--- config.mk ---
export PLATFORM = sky130hd
export DESIGN_NAME = sqrt_arbiter_flat
export DESIGN_NICKNAME = d
export VERILOG_FILES = /design/src/rtl/sqrt_arbiter_if.sv /design/src/rtl/sqrt_arbiter.sv /design/src/flat_wrapper.sv
export SDC_FILE = /design/constraint.sdc
export NUM_CORES = 1
export LEC_CHECK = 0
export BUFFER_PORTS_ARGS = -buffer_cell sky130_fd_sc_hd__buf_2
export CAP_MARGIN = 20
export CORE_AREA = 2 2 83 85
export DETAILED_ROUTE_END_ITERATION = 12
export DIE_AREA = 0 0 85 87
export PLACE_DENSITY = 0.85
export SYNTH_ARGS = -nofsm -noshare
export SYNTH_HDL_FRONTEND = slang
export SYNTH_SLANG_ARGS = --single-unit
--- constraint.sdc ---
create_clock -name clk -period 3.44 [get_ports clk]
set_input_delay 0.86 -clock clk [delete_from_list [all_inputs] [get_ports clk]]
set_output_delay 0.86 -clock clk [all_outputs]
set_load 0.01 [all_outputs]
--- src/rtl/sqrt_arbiter_if.sv ---
// Bundle between the requesters, the response consumer and the shared iterate square-root core.
interface sqrt_arbiter_if #(
    parameter int NREQ = 4,
    parameter int IDW  = 2
);
    logic [NREQ-1:0]    req;
    logic [NREQ*23-1:0] req_op;
    logic [NREQ-1:0]    gnt;
    logic               busy;

    logic               rsp_valid;
    logic               rsp_ready;
    logic [IDW-1:0]     rsp_id;
    logic               rsp_sign;
    logic [6:0]         rsp_exp;
    logic [10:0]        rsp_mant;
    logic               rsp_err;

    logic               it_enable;
    logic               it_n_valid;
    logic               it_sign;
    logic               it_is_nan;
    logic               it_is_pinf;
    logic               it_is_ninf;
    logic               it_is_num;
    logic [6:0]         it_exp;
    logic [10:0]        it_mant;
    logic               it_valid;
    logic               it_result;
    logic               it_sign_out;
    logic [6:0]         it_exp_out;
    logic [10:0]        it_mant_out;

    modport master (
        input  req, req_op, rsp_ready,
        input  it_valid, it_result, it_sign_out, it_exp_out, it_mant_out,
        output gnt, busy,
        output rsp_valid, rsp_id, rsp_sign, rsp_exp, rsp_mant, rsp_err,
        output it_enable, it_n_valid, it_sign, it_is_nan, it_is_pinf, it_is_ninf,
        output it_is_num, it_exp, it_mant
    );

    modport slave (
        output req, req_op, rsp_ready,
        output it_valid, it_result, it_sign_out, it_exp_out, it_mant_out,
        input  gnt, busy,
        input  rsp_valid, rsp_id, rsp_sign, rsp_exp, rsp_mant, rsp_err,
        input  it_enable, it_n_valid, it_sign, it_is_nan, it_is_pinf, it_is_ninf,
        input  it_is_num, it_exp, it_mant
    );
endinterface

--- src/rtl/sqrt_arbiter.sv ---
// Round-robin arbiter sharing one iterate square-root core between NREQ requesters,
// with a completion watchdog and a valid/ready response port.
module sqrt_arbiter #(
    parameter int NREQ    = 4,
    parameter int IDW     = 2,
    parameter int TIMEOUT = 31
) (
    input  logic          clk,
    input  logic          enable,
    sqrt_arbiter_if.master bus
);
    localparam int CW = $clog2(TIMEOUT + 1);

    typedef enum logic [1:0] {
        S_IDLE,
        S_ISSUE,
        S_WAIT,
        S_RESP
    } state_t;

    state_t         r_state;
    state_t         w_stateNext;
    logic [IDW-1:0] r_rrPtr;
    logic [IDW-1:0] w_pickIdx;
    logic [IDW-1:0] w_scanIdx;
    logic           w_pickFound;
    logic           w_grant;
    logic           w_done;
    logic           w_timeout;
    logic [22:0]    r_op;
    logic [IDW-1:0] r_id;
    logic [CW-1:0]  r_cnt;
    logic           r_rspSign;
    logic [6:0]     r_rspExp;
    logic [10:0]    r_rspMant;
    logic           r_rspErr;

    // First pending requester at or after the round-robin pointer, wrapping.
    always_comb begin
        w_pickFound = 1'b0;
        w_pickIdx   = r_rrPtr;
        w_scanIdx   = r_rrPtr;
        for (int k = 0; k < NREQ; k++) begin
            w_scanIdx = r_rrPtr + IDW'(k);
            if (!w_pickFound && bus.req[w_scanIdx]) begin
                w_pickFound = 1'b1;
                w_pickIdx   = w_scanIdx;
            end
        end
    end

    assign w_grant   = enable && (r_state == S_IDLE) && w_pickFound;
    assign w_done    = bus.it_valid && bus.it_result;
    assign w_timeout = (r_cnt == CW'(TIMEOUT - 1));

    always_comb begin
        w_stateNext    = r_state;
        bus.gnt        = '0;
        bus.it_enable  = 1'b0;
        bus.it_n_valid = 1'b0;
        case (r_state)
            S_IDLE: begin
                if (w_grant) begin
                    bus.gnt[w_pickIdx] = 1'b1;
                    w_stateNext        = S_ISSUE;
                end
            end
            S_ISSUE: begin
                bus.it_enable  = 1'b1;
                bus.it_n_valid = 1'b1;
                w_stateNext    = S_WAIT;
            end
            S_WAIT: begin
                bus.it_enable = 1'b1;
                if (w_done || w_timeout) begin
                    w_stateNext = S_RESP;
                end
            end
            S_RESP: begin
                if (bus.rsp_ready) begin
                    w_stateNext = S_IDLE;
                end
            end
            default: w_stateNext = S_IDLE;
        endcase
    end

    // A real result beats a simultaneous watchdog expiry.
    always_ff @(posedge clk) begin
        if (!enable) begin
            r_state   <= S_IDLE;
            r_rrPtr   <= '0;
            r_cnt     <= '0;
            r_op      <= '0;
            r_id      <= '0;
            r_rspSign <= 1'b0;
            r_rspExp  <= '0;
            r_rspMant <= '0;
            r_rspErr  <= 1'b0;
        end else begin
            r_state <= w_stateNext;
            if (w_grant) begin
                r_op    <= bus.req_op[int'(w_pickIdx)*23 +: 23];
                r_id    <= w_pickIdx;
                r_rrPtr <= w_pickIdx + 1'b1;
            end
            if (r_state == S_ISSUE) begin
                r_cnt <= '0;
            end else if (r_state == S_WAIT) begin
                r_cnt <= r_cnt + 1'b1;
            end
            if (r_state == S_WAIT) begin
                if (w_done) begin
                    r_rspSign <= bus.it_sign_out;
                    r_rspExp  <= bus.it_exp_out;
                    r_rspMant <= bus.it_mant_out;
                    r_rspErr  <= 1'b0;
                end else if (w_timeout) begin
                    r_rspSign <= 1'b1;
                    r_rspExp  <= 7'd16;
                    r_rspMant <= 11'h400;
                    r_rspErr  <= 1'b1;
                end
            end
        end
    end

    assign bus.busy      = (r_state != S_IDLE);
    assign bus.rsp_valid = (r_state == S_RESP);
    assign bus.rsp_id    = r_id;
    assign bus.rsp_sign  = r_rspSign;
    assign bus.rsp_exp   = r_rspExp;
    assign bus.rsp_mant  = r_rspMant;
    assign bus.rsp_err   = r_rspErr;

    assign bus.it_sign    = r_op[22];
    assign bus.it_is_nan  = r_op[21];
    assign bus.it_is_pinf = r_op[20];
    assign bus.it_is_ninf = r_op[19];
    assign bus.it_is_num  = r_op[18];
    assign bus.it_exp     = r_op[17:11];
    assign bus.it_mant    = r_op[10:0];
endmodule
--- src/flat_wrapper.sv ---
// flat-port wrapper written by rule: the top's interface ports become plain ports
module sqrt_arbiter_flat 
#(
    parameter int NREQ    = 4,
    parameter int IDW     = 2,
    parameter int TIMEOUT = 31
)
  (clk, enable, bus_req, bus_req_op, bus_rsp_ready, bus_it_valid, bus_it_result, bus_it_sign_out, bus_it_exp_out, bus_it_mant_out, bus_gnt, bus_busy, bus_rsp_valid, bus_rsp_id, bus_rsp_sign, bus_rsp_exp, bus_rsp_mant, bus_rsp_err, bus_it_enable, bus_it_n_valid, bus_it_sign, bus_it_is_nan, bus_it_is_pinf, bus_it_is_ninf, bus_it_is_num, bus_it_exp, bus_it_mant);
  sqrt_arbiter_if #(.NREQ(NREQ), .IDW(IDW)) bus_i ();
  input  logic clk;
  input  logic enable;
  input wire logic [$bits(bus_i.req)-1:0] bus_req;
  input wire logic [$bits(bus_i.req_op)-1:0] bus_req_op;
  input wire logic [$bits(bus_i.rsp_ready)-1:0] bus_rsp_ready;
  input wire logic [$bits(bus_i.it_valid)-1:0] bus_it_valid;
  input wire logic [$bits(bus_i.it_result)-1:0] bus_it_result;
  input wire logic [$bits(bus_i.it_sign_out)-1:0] bus_it_sign_out;
  input wire logic [$bits(bus_i.it_exp_out)-1:0] bus_it_exp_out;
  input wire logic [$bits(bus_i.it_mant_out)-1:0] bus_it_mant_out;
  output wire logic [$bits(bus_i.gnt)-1:0] bus_gnt;
  output wire logic [$bits(bus_i.busy)-1:0] bus_busy;
  output wire logic [$bits(bus_i.rsp_valid)-1:0] bus_rsp_valid;
  output wire logic [$bits(bus_i.rsp_id)-1:0] bus_rsp_id;
  output wire logic [$bits(bus_i.rsp_sign)-1:0] bus_rsp_sign;
  output wire logic [$bits(bus_i.rsp_exp)-1:0] bus_rsp_exp;
  output wire logic [$bits(bus_i.rsp_mant)-1:0] bus_rsp_mant;
  output wire logic [$bits(bus_i.rsp_err)-1:0] bus_rsp_err;
  output wire logic [$bits(bus_i.it_enable)-1:0] bus_it_enable;
  output wire logic [$bits(bus_i.it_n_valid)-1:0] bus_it_n_valid;
  output wire logic [$bits(bus_i.it_sign)-1:0] bus_it_sign;
  output wire logic [$bits(bus_i.it_is_nan)-1:0] bus_it_is_nan;
  output wire logic [$bits(bus_i.it_is_pinf)-1:0] bus_it_is_pinf;
  output wire logic [$bits(bus_i.it_is_ninf)-1:0] bus_it_is_ninf;
  output wire logic [$bits(bus_i.it_is_num)-1:0] bus_it_is_num;
  output wire logic [$bits(bus_i.it_exp)-1:0] bus_it_exp;
  output wire logic [$bits(bus_i.it_mant)-1:0] bus_it_mant;
  assign bus_i.req = bus_req;
  assign bus_i.req_op = bus_req_op;
  assign bus_i.rsp_ready = bus_rsp_ready;
  assign bus_i.it_valid = bus_it_valid;
  assign bus_i.it_result = bus_it_result;
  assign bus_i.it_sign_out = bus_it_sign_out;
  assign bus_i.it_exp_out = bus_it_exp_out;
  assign bus_i.it_mant_out = bus_it_mant_out;
  assign bus_gnt = bus_i.gnt;
  assign bus_busy = bus_i.busy;
  assign bus_rsp_valid = bus_i.rsp_valid;
  assign bus_rsp_id = bus_i.rsp_id;
  assign bus_rsp_sign = bus_i.rsp_sign;
  assign bus_rsp_exp = bus_i.rsp_exp;
  assign bus_rsp_mant = bus_i.rsp_mant;
  assign bus_rsp_err = bus_i.rsp_err;
  assign bus_it_enable = bus_i.it_enable;
  assign bus_it_n_valid = bus_i.it_n_valid;
  assign bus_it_sign = bus_i.it_sign;
  assign bus_it_is_nan = bus_i.it_is_nan;
  assign bus_it_is_pinf = bus_i.it_is_pinf;
  assign bus_it_is_ninf = bus_i.it_is_ninf;
  assign bus_it_is_num = bus_i.it_is_num;
  assign bus_it_exp = bus_i.it_exp;
  assign bus_it_mant = bus_i.it_mant;
  sqrt_arbiter #(.NREQ(NREQ), .IDW(IDW), .TIMEOUT(TIMEOUT)) u_core (.clk(clk), .enable(enable), .bus(bus_i));
endmodule
# == After elaboration in Yosys (flattened, before gate mapping) ==
# Cells that the tools add are included.
# classes
addsub,5
multipliers,1
div_mod_pow,0
order_cmp,6
n_eq_ne,7
n_shift,1
mux,32
bitwise_logic,1
n_reduce_logical,18
# op_table
cell,count
variable part select 92 x 32 -> 23 bit,1
2-to-1 mux 11 bit,2
"less-than comparator 2 x 3 -> 1 bit, second input constant",5
2-to-1 mux 1 bit,14
2-to-1 mux 7 bit,2
2-to-1 mux 2 bit,6
binary-select mux 1 bit (select 2 bit),4
2-to-1 mux 4 bit,2
one-hot mux 2 bit (4 select lines),1
logical AND 1 bit,7
"multiplier 2 x 5 -> 7 bit, second input constant",1
"adder 5 x 1 -> 5 bit, second input constant",1
"== test 5 bit, second input constant",1
"adder 2 x 1 -> 2 bit, second input constant",2
"adder 2 bit, second input constant",2
"== test 2 bit, second input constant",2
"!= test 2 x 1 -> 1 bit, second input constant",2
nonzero test 2 bit,2
OR reduction 2 bit,2
zero test 1 bit,3
AND reduction 3 bit,1
demux 1 bit (select 2 bit),1
"== test 2 x 1 -> 1 bit, second input constant",1
">= comparator 2 x 1 -> 1 bit, second input constant",1
5 further kinds,5
# word_totals
register_bits,54
latchBits,0
mem_bits_rw,0
rom_bits,0
inputBits,120
output_inout_bits,53
wordCells,80
n_memories,0

# == Depth between registers and ports, before layout ==
# Gate-level depths: netlist of run 1.
# logic_depth
word_depth,18
depth_mapped,8

# == Worst setup path after synthesis of run 1 ==
# OpenSTA, ideal clock, no wires.
# synth_timing
path_type,input port to output port
from,input port bus_req[2]
to,output port bus_gnt[1]
t_arrival_ps,2110
path_slack_ps,470
cell_stages,6
cell_sequence,nor2b_1 -> o21ai_1 -> buf_2 -> buf_1 -> nand3_1 -> nor3_1
# synth_between
elab_chain_len,18
# synth_rtl
element,line_no,source
start: declaration,flat_wrapper.sv:12,input wire logic [$bits(bus_i.req)-1:0] bus_req;
binary-select mux 1 bit (select 2 bit),sqrt_arbiter.sv:45,if (!w_pickFound && bus.req[w_scanIdx]) begin
2-to-1 mux 1 bit (not written as such),sqrt_arbiter.sv:45,
2-to-1 mux 1 bit,sqrt_arbiter.sv:45,
zero test 1 bit,sqrt_arbiter.sv:45,
logical AND 1 bit,sqrt_arbiter.sv:45,
2-to-1 mux 1 bit,sqrt_arbiter.sv:45,
zero test 1 bit,sqrt_arbiter.sv:45,
logical AND 1 bit,sqrt_arbiter.sv:45,
[2 not listed],--,
logical AND 1 bit,sqrt_arbiter.sv:45,
2-to-1 mux 2 bit,sqrt_arbiter.sv:45,
less-than comparator 2 x 3 -> 1 bit (not written as such) / >= comparator 2 x 1 -> 1 bit (equally long branches),sqrt_arbiter.sv:64,bus.gnt[w_pickIdx] = 1'b1;
logical AND 1 bit (not written as such),sqrt_arbiter.sv:64,
2-to-1 mux 1 bit (not written as such),sqrt_arbiter.sv:64,
demux 1 bit (select 2 bit),--,
2-to-1 mux 4 bit *,sqrt_arbiter.sv:63,if (w_grant) begin
2-to-1 mux 4 bit *,sqrt_arbiter.sv:61,case (r_state)
end: declaration,flat_wrapper.sv:20,output wire logic [$bits(bus_i.gnt)-1:0] bus_gnt;
# Every way passes the cells marked *; elsewhere a longest branch is shown, timed or not. The select of a mux whose other input is x is not followed.

# == Worst setup path in the final report of run 1 ==
# layout_timing
from,input port bus_req[2]
to,output port bus_gnt[2]
# The elaborated chain is that of the path after synthesis.

==> out/results.ini, run 1 <==
[sta]
tightest_slew_ns=0.536
fmax_ghz=0.324
relSlewSlack=0.643
setup_viol=0
hold_violations=0
rsz0062_at_grt=false
period_needed_ns=3.09
fin_tns_setup_ns=0
clock_skew_ns=0.0137
slew_viol_final=0
fin_crit_sh=0.898

[critical_path]
critical_path_arrival_ns=2.23
critical_path.max_fanout=5
crit_path_start_kind=input pin
crit_slowest_cell=or4_1
max_stage_delay_ns=0.63
cp.required_ns=2.58
worstSetupPathType=in2out
path_common_cell=buf_2
worst_setup_path_end_kind=output pin
crit_chain=buf_2 > or4_1 > and3_1 > nand2_1 > nor2_1 > buf_2

[final_layout]
drive_above_1_share=0.370
final_core_util=0.619
area_delta_synth_final_pct=32.6
finish.net_count=659
antenna_cells=0

[place]
place.gp.congestion=0.922
hpwl_um=6720
portBuffers=172

[global_routing]
grt_start_max_net_pins=49
grt_first_pass_wirelength_um=14500
antenna_found_initial=0
grtUsageTotal=0.239
grt_overflow=0
first_global_vias=3246

[cts]
cts_buffer_depth=2
insertion_delay_ns=0.31
cts.sinks=54
post_cts_resized=0
h-tree-depth=2
cts_made_buffers=5
cts_setup_buffers=0
clock-root-buffer=clkbuf_8
cts_tree=yes
cts_hold_buf=0
path_clk_slew_ns=0.09

[yosys]
ys_types=38
synth_top_cells_by_count=dfxtp_1 (54), nand2_1 (54), inv_1 (50), a31oi_1 (23)
yosysTopAreaCell=dfxtp_1
netlist_area_um2=3070
ys_ff_latch=54
synth_ff_type=dfxtp_1
synth_nets=505
synthCells=378
synth_edf_count=0
async_flop_share=0
synth_top_area_share=0.352
yosysSeqAreaShare=0.352
synthTopCellsByArea=dfxtp_1 (35%), o221a_1 (7.3%), nand2_1 (6.6%), inv_1 (6.1%), o31ai_1 (5.4%)
yosys_warnings=0
avgSynthCellArea_um2=8.12

[detailed_routing]
drt_first_pass_iters=4
drc=0
wl_um=9180
drtAntennaViolNets=0
via_count=3400
vias_per_cell=5.55
wire_per_inst_um=15.0
drt_iter0_drc=163

[die]
rows=30
die_x_um=85
die_area_um2=7400
initial_core_util=0.467
die_h_um=87
io_pins=173
core_area_um2=6570

[power_and_ir_drop]
p_leak_nw=2.08
ir_drop_uv=309
power_w=0.00255
powerDensity_nw_per_um2=628

[outcome]
outcome=finished, final reports clean

[flow_run]
cap_viol_max_count=0

[min_path]
hold_path.class=reg2reg

-- metrics by stage --
step | instance area (µm²) | cells | hold WS (ns) | setup slack [ns]
2_1_floorplan | 3070 | 378 | 0.467 | 0.470
3_3_place_gp | 3950 | 605 | 0.433 | 0.401
3_5_place_dp | 3950 | 605 | 0.442 | 0.371
4_1_cts | 4070 | 613 | 0.463 | 0.369
5_1_grt | 4070 | 613 | 0.475 | 0.276
6_report | 4070 | 613 | 0.462 | 0.350
-- kinds of logic after synthesis --
kind of cell               Yosys count  synth area share
muxes                                1           0.00326
DFF                                 54             0.352
xor gates and xnor gates             5            0.0143
and+or+nand+nor                    100             0.151
adders and majority gates            7            0.0285
buffers and inverters               84             0.117
AOI/OAI and AO/OA                  127             0.334
-- placed cells by master (no fill, tap or decap), types with 4 or more instances in the layout --
cell type / Yosys / final
ha_1: 7 / 7
inv_1: 50 / 50
nor2_1: 9 / 9
buf_2: 4 / 172
dfxtp_1: 54 / 54
nand2_1: 54 / 54
a211o_1: 4 / 4
a22oi_1: 16 / 16
clkbuf_8: 0 / 5
o221a_1: 20 / 20
a31oi_1: 23 / 23
o31ai_1: 22 / 21
nor2b_1: 22 / 22
a211oi_1: 21 / 21
buf_4: 0 / 9
-- worst max-delay path: cells and delay by family --
family	cells	cell delay (ns)
buf+inv	2	0.25
simple gates	4	1.11
-- area by class of cell --
class	instances	area, µm²
Fill cell	574	2500
Sequential cell	54	1080
Multi-Input combinational cell	240	1660
Inverter	50	188
Clock inverter	3	47.5
Clock buffer	5	68.8
Tap cell	80	100
Timing Repair Buffer	181	928
-- report_power, final --
part	internal (W)	total [W]	switching [W]
logic	0.000508	0.00125	0.000742
registers	0.000773	0.000868	0.0000950
clock network	0.000221	0.000436	0.000215
-- worst paths after layout --
kind / startpoint / to / slack (ns) / cells past startpoint
worst max-delay path: bus_req[2] / bus_gnt[2] / 0.35 / 6
worst min-delay path: u_core.r_op[1]$_SDFFE_PN0N_ / u_core.r_op[1]$_SDFFE_PN0N_ / 0.46 / 2
worst max register to register: u_core.r_rrPtr[0]$_SDFFE_PN0N_ / u_core.r_op[17]$_SDFFE_PN0N_ / 1.41 / 6
worst min register to register: u_core.r_op[1]$_SDFFE_PN0N_ / u_core.r_op[1]$_SDFFE_PN0N_ / 0.46 / 2
-- sequential cells by signal, indices dropped and copies added, names as in the netlist --
name	flops
u_core.bus.rsp_err	1
u_core.bus.rsp_exp	7
u_core.bus.rsp_id	2
u_core.bus.rsp_mant	11
u_core.bus.rsp_sign	1
u_core.r_cnt	5
u_core.r_op	23
u_core.r_rrPtr	2
u_core.r_state	2
-- metal layers --
layer	wire, µm	track usage	vias up
li1	-	-	1662
met2	4440	0.430	171
met4	133	0.0750	0
met1	3860	0.281	1550
met5	0	0	-
met3	743	0.0578	17
Note: power is estimated with default switching activity, not from simulation.
==> inputs of run 2 (changes only) <==
--- a/config.mk
+++ b/config.mk
@@ -5,11 +5,12 @@
 export SDC_FILE = /design/constraint.sdc
 export NUM_CORES = 1
 export LEC_CHECK = 0
+export ABC_AREA = 1
 export BUFFER_PORTS_ARGS = -buffer_cell sky130_fd_sc_hd__buf_2
 export CAP_MARGIN = 20
-export CORE_AREA = 2 2 83 85
+export CORE_AREA = 2 2 86 88
 export DETAILED_ROUTE_END_ITERATION = 12
-export DIE_AREA = 0 0 85 87
+export DIE_AREA = 0 0 88 90
 export PLACE_DENSITY = 0.85
 export SYNTH_ARGS = -nofsm -noshare
 export SYNTH_HDL_FRONTEND = slang
==> out/results.ini, run 2 <==
[yosys]
synth_top_area_share=0.315
ys_types=27
yosysSeqAreaShare=0.315
synth_ff_type=dfxtp_1
yosys_warnings=0
synthTopCellsByArea=dfxtp_1 (32%), nand2_1 (30%), nand3_1 (11%), inv_1 (4.5%), a21oi_1 (2.8%)
synthCells=572
async_flop_share=0
synth_nets=699
synth_top_cells_by_count=nand2_1 (270), nand3_1 (72), dfxtp_1 (54), inv_1 (41)
synth_edf_count=0
ys_ff_latch=54
netlist_area_um2=3430
avgSynthCellArea_um2=6.00
post-synth-top-count-cell=nand2_1
yosysTopAreaCell=dfxtp_1

[sta]
fin_tns_setup_ns=0
tightest_slew_ns=0.614
period_needed_ns=3.23
fin_crit_sh=0.940
relSlewSlack=0.590
clock_skew_ns=0.0104
fmax_ghz=0.309
slew_viol_final=0
rsz0062_at_grt=false
setup_viol=0
hold_violations=0

[critical_path]
crit_chain=buf_2 > inv_1 > nand2_1 > nand3_1 > nand2_1 > nor2_4 > nand2_1 > nor2_2 > nor2_4 > nand2_1 > clkinvlp_4 > nand2_1 > nor2_1 > buf_2
r2r_setup_slack_ns=1.12
worst_setup_path_end_kind=output pin
crit_slowest_cell=nor2_4
critical_path.startpoint=bus_req[3]
cp.required_ns=2.58
crit_path_start_kind=input pin
r2r-start=u_core.r_rrPtr[1]$_SDFFE_PN0N_
worstSetupPathType=in2out
rr_endpoint=u_core.r_op[10]$_SDFFE_PN0N_
ff2ff_path_depth=15
critical_path.max_fanout=4
max_stage_delay_ns=0.16
path_common_cell=nand2_1
critical_path_arrival_ns=2.37

[power_and_ir_drop]
ir_drop_uv=387
powerDensity_nw_per_um2=913
clkPwrFrac=0.094
swShare=0.534
p_comb_frac=0.688
p_seq_frac=0.218
p_int_w=0.00190
p_leak_nw=2.59
switchingPower_w=0.00218

[global_routing]
grt_first_pass_wirelength_um=17000
grt_overflow=0
first_global_vias=3993
grt_start_max_net_pins=31
grtUsageTotal=0.260
antenna_found_initial=0

[flow_run]
cap_viol_max_count=0

[die]
rows=31
die_area_um2=7920
core_area_um2=7020
die_h_um=90
initial_core_util=0.489
io_pins=173
die_x_um=88

[min_path]
min_to=u_core.r_op[10]$_SDFFE_PN0N_
whs_path_depth=2
worstHoldStart=u_core.r_op[10]$_SDFFE_PN0N_
hold_path.class=reg2reg

[detailed_routing]
wl_um=10100
via_count=4133
drt_first_pass_iters=4
drt_iter0_drc=171
drtAntennaViolNets=0
vias_per_cell=4.93
drc=0
wire_per_inst_um=12.0

[cts]
insertion_delay_ns=0.31
path_clk_slew_ns=0.10
h-tree-depth=2
cts_made_buffers=5
cts.sinks=54
cts_tree=yes
clock-root-buffer=clkbuf_8
cts_buffer_depth=2

[final_layout]
layout_commonest_cell=nand2_1
multiInputGateArea_um2=2010
seq_area_um2=1090
n_fill_cell=664
design_area_um2=4460
antenna_cells=0
drive_above_1_share=0.300
area_delta_synth_final_pct=30.1
top_register=u_core.r_op
final_cell_mix=nand2_1 (270), buf_2 (172), nand3_1 (72)
finish.net_count=865
largest_reg_flops=23

[place]
placed_area_um2=4340
hpwl_um=7970
place.gp.congestion=0.845
portBuffers=172

[outcome]
outcome=finished, final reports clean

[run 2: cell count changes in the layout (fill, tap and decap cells not counted), sizes merged, moves of 6 or more]
cell / previous run / this run
buf: 181 / 187
inv: 51 / 43
o31ai: 22 / 0
a22oi: 16 / 0
o21ai: 5 / 23
a21oi: 2 / 19
nand3: 3 / 72
nor2: 9 / 24
nor3: 2 / 9
o221a: 23 / 0
nor2b: 22 / 0
a31oi: 23 / 1
a211oi: 21 / 1
nand2: 54 / 284
[run 2: layout make-up]
cell class,count,share of cell area
sequential,54,0.243
clock inverter,3,0.00645
tap,99,0.0278
inverter,44,0.0384
timing repair buffer,187,0.218
clock buffer,5,0.0154
multi-input combinational,446,0.450
[run 2: critical path: cells and delay by family]
family	cells	cell delay (ns)
and+or+nand+nor	10	1.03
buffers and inverters	4	0.47
[run 2: stage by stage]
step	hold slack [ns]	setup slack [ns]	utilization	std cells	total power (W)
final	0.458	0.205	0.636	838	0.00407
after global routing	0.475	0.0438	0.636	838	0.00452
after CTS	0.459	0.00403	0.632	836	0.00407
after detailed placement	0.438	0.0684	0.618	828	0.00367
after global placement	0.433	0.132	0.618	828	0.00359
after floorplan	0.474	0.547	-	572	0.00301
[run 2: logic make-up after synthesis]
kind of cell | synth area share
AND/OR/NAND/NOR | 0.492
adder cells (fa/ha/maj) | 0.0255
buffers and inverters | 0.0992
AO/OA/AOI/OAI | 0.0678
flip-flops | 0.315
[run 2: repair_timing]
item	4_1_cts	5_1_grt
setup endpoints to repair	3	3
endpoints found under the hold margin	0	0
hold buffers	0	0
setup buffers	0	1
resized for setup	1	5
[run 2: power groups by stage]
stage	sequential [W]	clock [W]	combinational, W
2_1_floorplan	0.000911	0	0.00210
3_3_place_gp	0.000884	0	0.00271
3_5_place_dp	0.000892	0	0.00278
4_1_cts	0.000881	0.000391	0.00279
5_1_grt	0.000905	0.000419	0.00320
6_report	0.000888	0.000383	0.00280
[run 2: how the worst max path moves through the flow]
| stage | to | slack [ns] | cells after the start |
|---|---|---|---|
| floorplan | bus_gnt[0] | 0.55 | 13 |
| global placement | bus_gnt[2] | 0.13 | 14 |
| detailed placement | bus_gnt[2] | 0.07 | 14 |
| CTS | bus_gnt[2] | 0.004 | 14 |
| global route | bus_gnt[2] | 0.04 | 12 |
| finish | bus_gnt[2] | 0.21 | 14 |
[run 2: layer usage]
layer	GRT usage	up-vias	part of all wire
met2	0.458	147	0.50
met3	0.0505	12	0.063
met4	0.0641	0	0.012
met5	0	-	0
met1	0.322	1848	0.43
li1	-	2126	-
==> inputs of run 3 (changes only) <==
--- a/config.mk
+++ b/config.mk
@@ -12,6 +12,7 @@
 export DETAILED_ROUTE_END_ITERATION = 12
 export DIE_AREA = 0 0 88 90
 export PLACE_DENSITY = 0.85
+export RECOVER_POWER = 50
 export SYNTH_ARGS = -nofsm -noshare
 export SYNTH_HDL_FRONTEND = slang
 export SYNTH_SLANG_ARGS = --single-unit
==> out/results.ini, run 3 (synthesis gave the netlist of run 2 again) <==
[sta]
slew_viol_final=0
tightest_slew_ns=0.818
fmax_ghz=0.308
rsz0062_at_grt=false
clock_skew_ns=0.00967
period_needed_ns=3.25
relSlewSlack=0.455
fin_crit_sh=0.945
setup_slack_ns=0.189
hold_violations=0
fin_tns_setup_ns=0
setup_viol=0

[critical_path]
worstSetupPathType=in2out
crit_path_start_kind=input pin
max_stage_delay_ns=0.17
crit_chain=buf_2 > inv_1 > nand2_1 > nand3_1 > nand2_1 > nor2_4 > nand2_1 > nor2_2 > nor2_4 > nand2_1 > clkinvlp_4 > nand2_1 > nor2_1 > buf_2
critical_path.max_fanout=4
path_common_cell=nand2_1
crit_slowest_cell=nor2_4
cp.required_ns=2.58
worst_setup_path_end_kind=output pin
critical_path_arrival_ns=2.39

[detailed_routing]
drt_iter0_drc=162
vias_per_cell=4.96
drt_first_pass_iters=4
wire_per_inst_um=12.0
wl_um=10100
via_count=4160
drtAntennaViolNets=0
drc=0

[min_path]
hold_path.class=reg2reg

[final_layout]
seq_area_um2=1090
antenna_cells=0
multiInputGateArea_um2=2010
n_fill_cell=689
drive_above_1_share=0.234
area_delta_synth_final_pct=28.1
layout_commonest_cell=nand2_1
finish.net_count=865
final_cell_mix=nand2_1 (270), buf_2 (125), nand3_1 (72)
instances_no_fill=838
largest_reg_flops=23
top_register=u_core.r_op

[place]
dpl.cell_count=828
place.gp.congestion=0.845
dpl_worst_slack_ns=0.0684
hpwl_um=7970
portBuffers=172

[die]
die_h_um=90
core_area_um2=7020
rows=31
io_pins=173
die_x_um=88
initial_core_util=0.489
die_area_um2=7920

[outcome]
outcome=finished, final reports clean

[power_and_ir_drop]
p_leak_nw=2.39
powerDensity_nw_per_um2=923
ir_drop_uv=388

[global_routing]
antenna_found_initial=0
grt_first_pass_wirelength_um=17000
grt_start_max_net_pins=31
grt_overflow=0
grtUsageTotal=0.260
first_global_vias=3993

[cts]
clock-root-buffer=clkbuf_8
cts_tree=yes
h-tree-depth=2
cts_hold_buf=0
cts_buffer_depth=2
path_clk_slew_ns=0.10
insertion_delay_ns=0.32
cts_made_buffers=5
cts.sinks=54

[flow_run]
cap_viol_max_count=0

==> run 3: cell types whose count changed in the layout (fill, tap and decap cells not counted), sizes merged <==
| cell | delta |
|---|---|
| buf | -49 |
| clkbuf | +49 |
==> run 3: critical path: cells and delay by family <==
family | cells | cell delay, ns
buffers and inverters | 4 | 0.47
AND/OR/NAND/NOR | 10 | 1.06
==> run 3: through the flow <==
stage	utilization	cell area [µm²]	power [W]	hold slack (ns)
after detailed placement	0.618	4340	0.00367	0.438
after CTS	0.632	4440	0.00407	0.459
after global placement	0.618	4340	0.00359	0.433
after floorplan	-	3430	0.00301	0.474
final	0.626	4400	0.00406	0.457
after global routing	0.626	4400	0.00449	0.478
==> run 3: cell type report <==
cell class | instances | share of cell area
multi-input combinational | 446 | 0.457
sequential | 54 | 0.247
timing repair buffer | 187 | 0.206
inverter | 44 | 0.0390
tap | 99 | 0.0282
clock buffer | 5 | 0.0157
clock inverter | 3 | 0.00655
==> run 3: where the power goes <==
| part | internal [W] | switching, W |
|---|---|---|
| clock network | 0.000152 | 0.000234 |
| registers | 0.000778 | 0.000113 |
| logic | 0.000937 | 0.00185 |
==> run 3: final timing paths <==
| kind | cells after the start | slack [ns] | end | startpoint |
|---|---|---|---|---|
| worst max-delay path | 14 | 0.19 | bus_gnt[2] | bus_req[3] |
| worst min-delay path | 2 | 0.46 | u_core.r_op[11]$_SDFFE_PN0N_ | u_core.r_op[11]$_SDFFE_PN0N_ |
| worst max register to register | 15 | 1.11 | u_core.r_op[10]$_SDFFE_PN0N_ | u_core.r_rrPtr[1]$_SDFFE_PN0N_ |
| worst min register to register | 2 | 0.46 | u_core.r_op[11]$_SDFFE_PN0N_ | u_core.r_op[11]$_SDFFE_PN0N_ |
==> run 3: metal layers <==
metal	up-vias	routed length (µm)	track usage
met4	0	147	0.0641
li1	2127	-	-
met2	157	4980	0.458
met5	-	0	0
met1	1861	4350	0.322
met3	15	618	0.0505
==> run 3: repair_timing <==
action	4_1_cts	5_1_grt
gates resized for setup	1	5
setup buffers	0	1
setup endpoints to repair	3	3
pin swaps	0	0
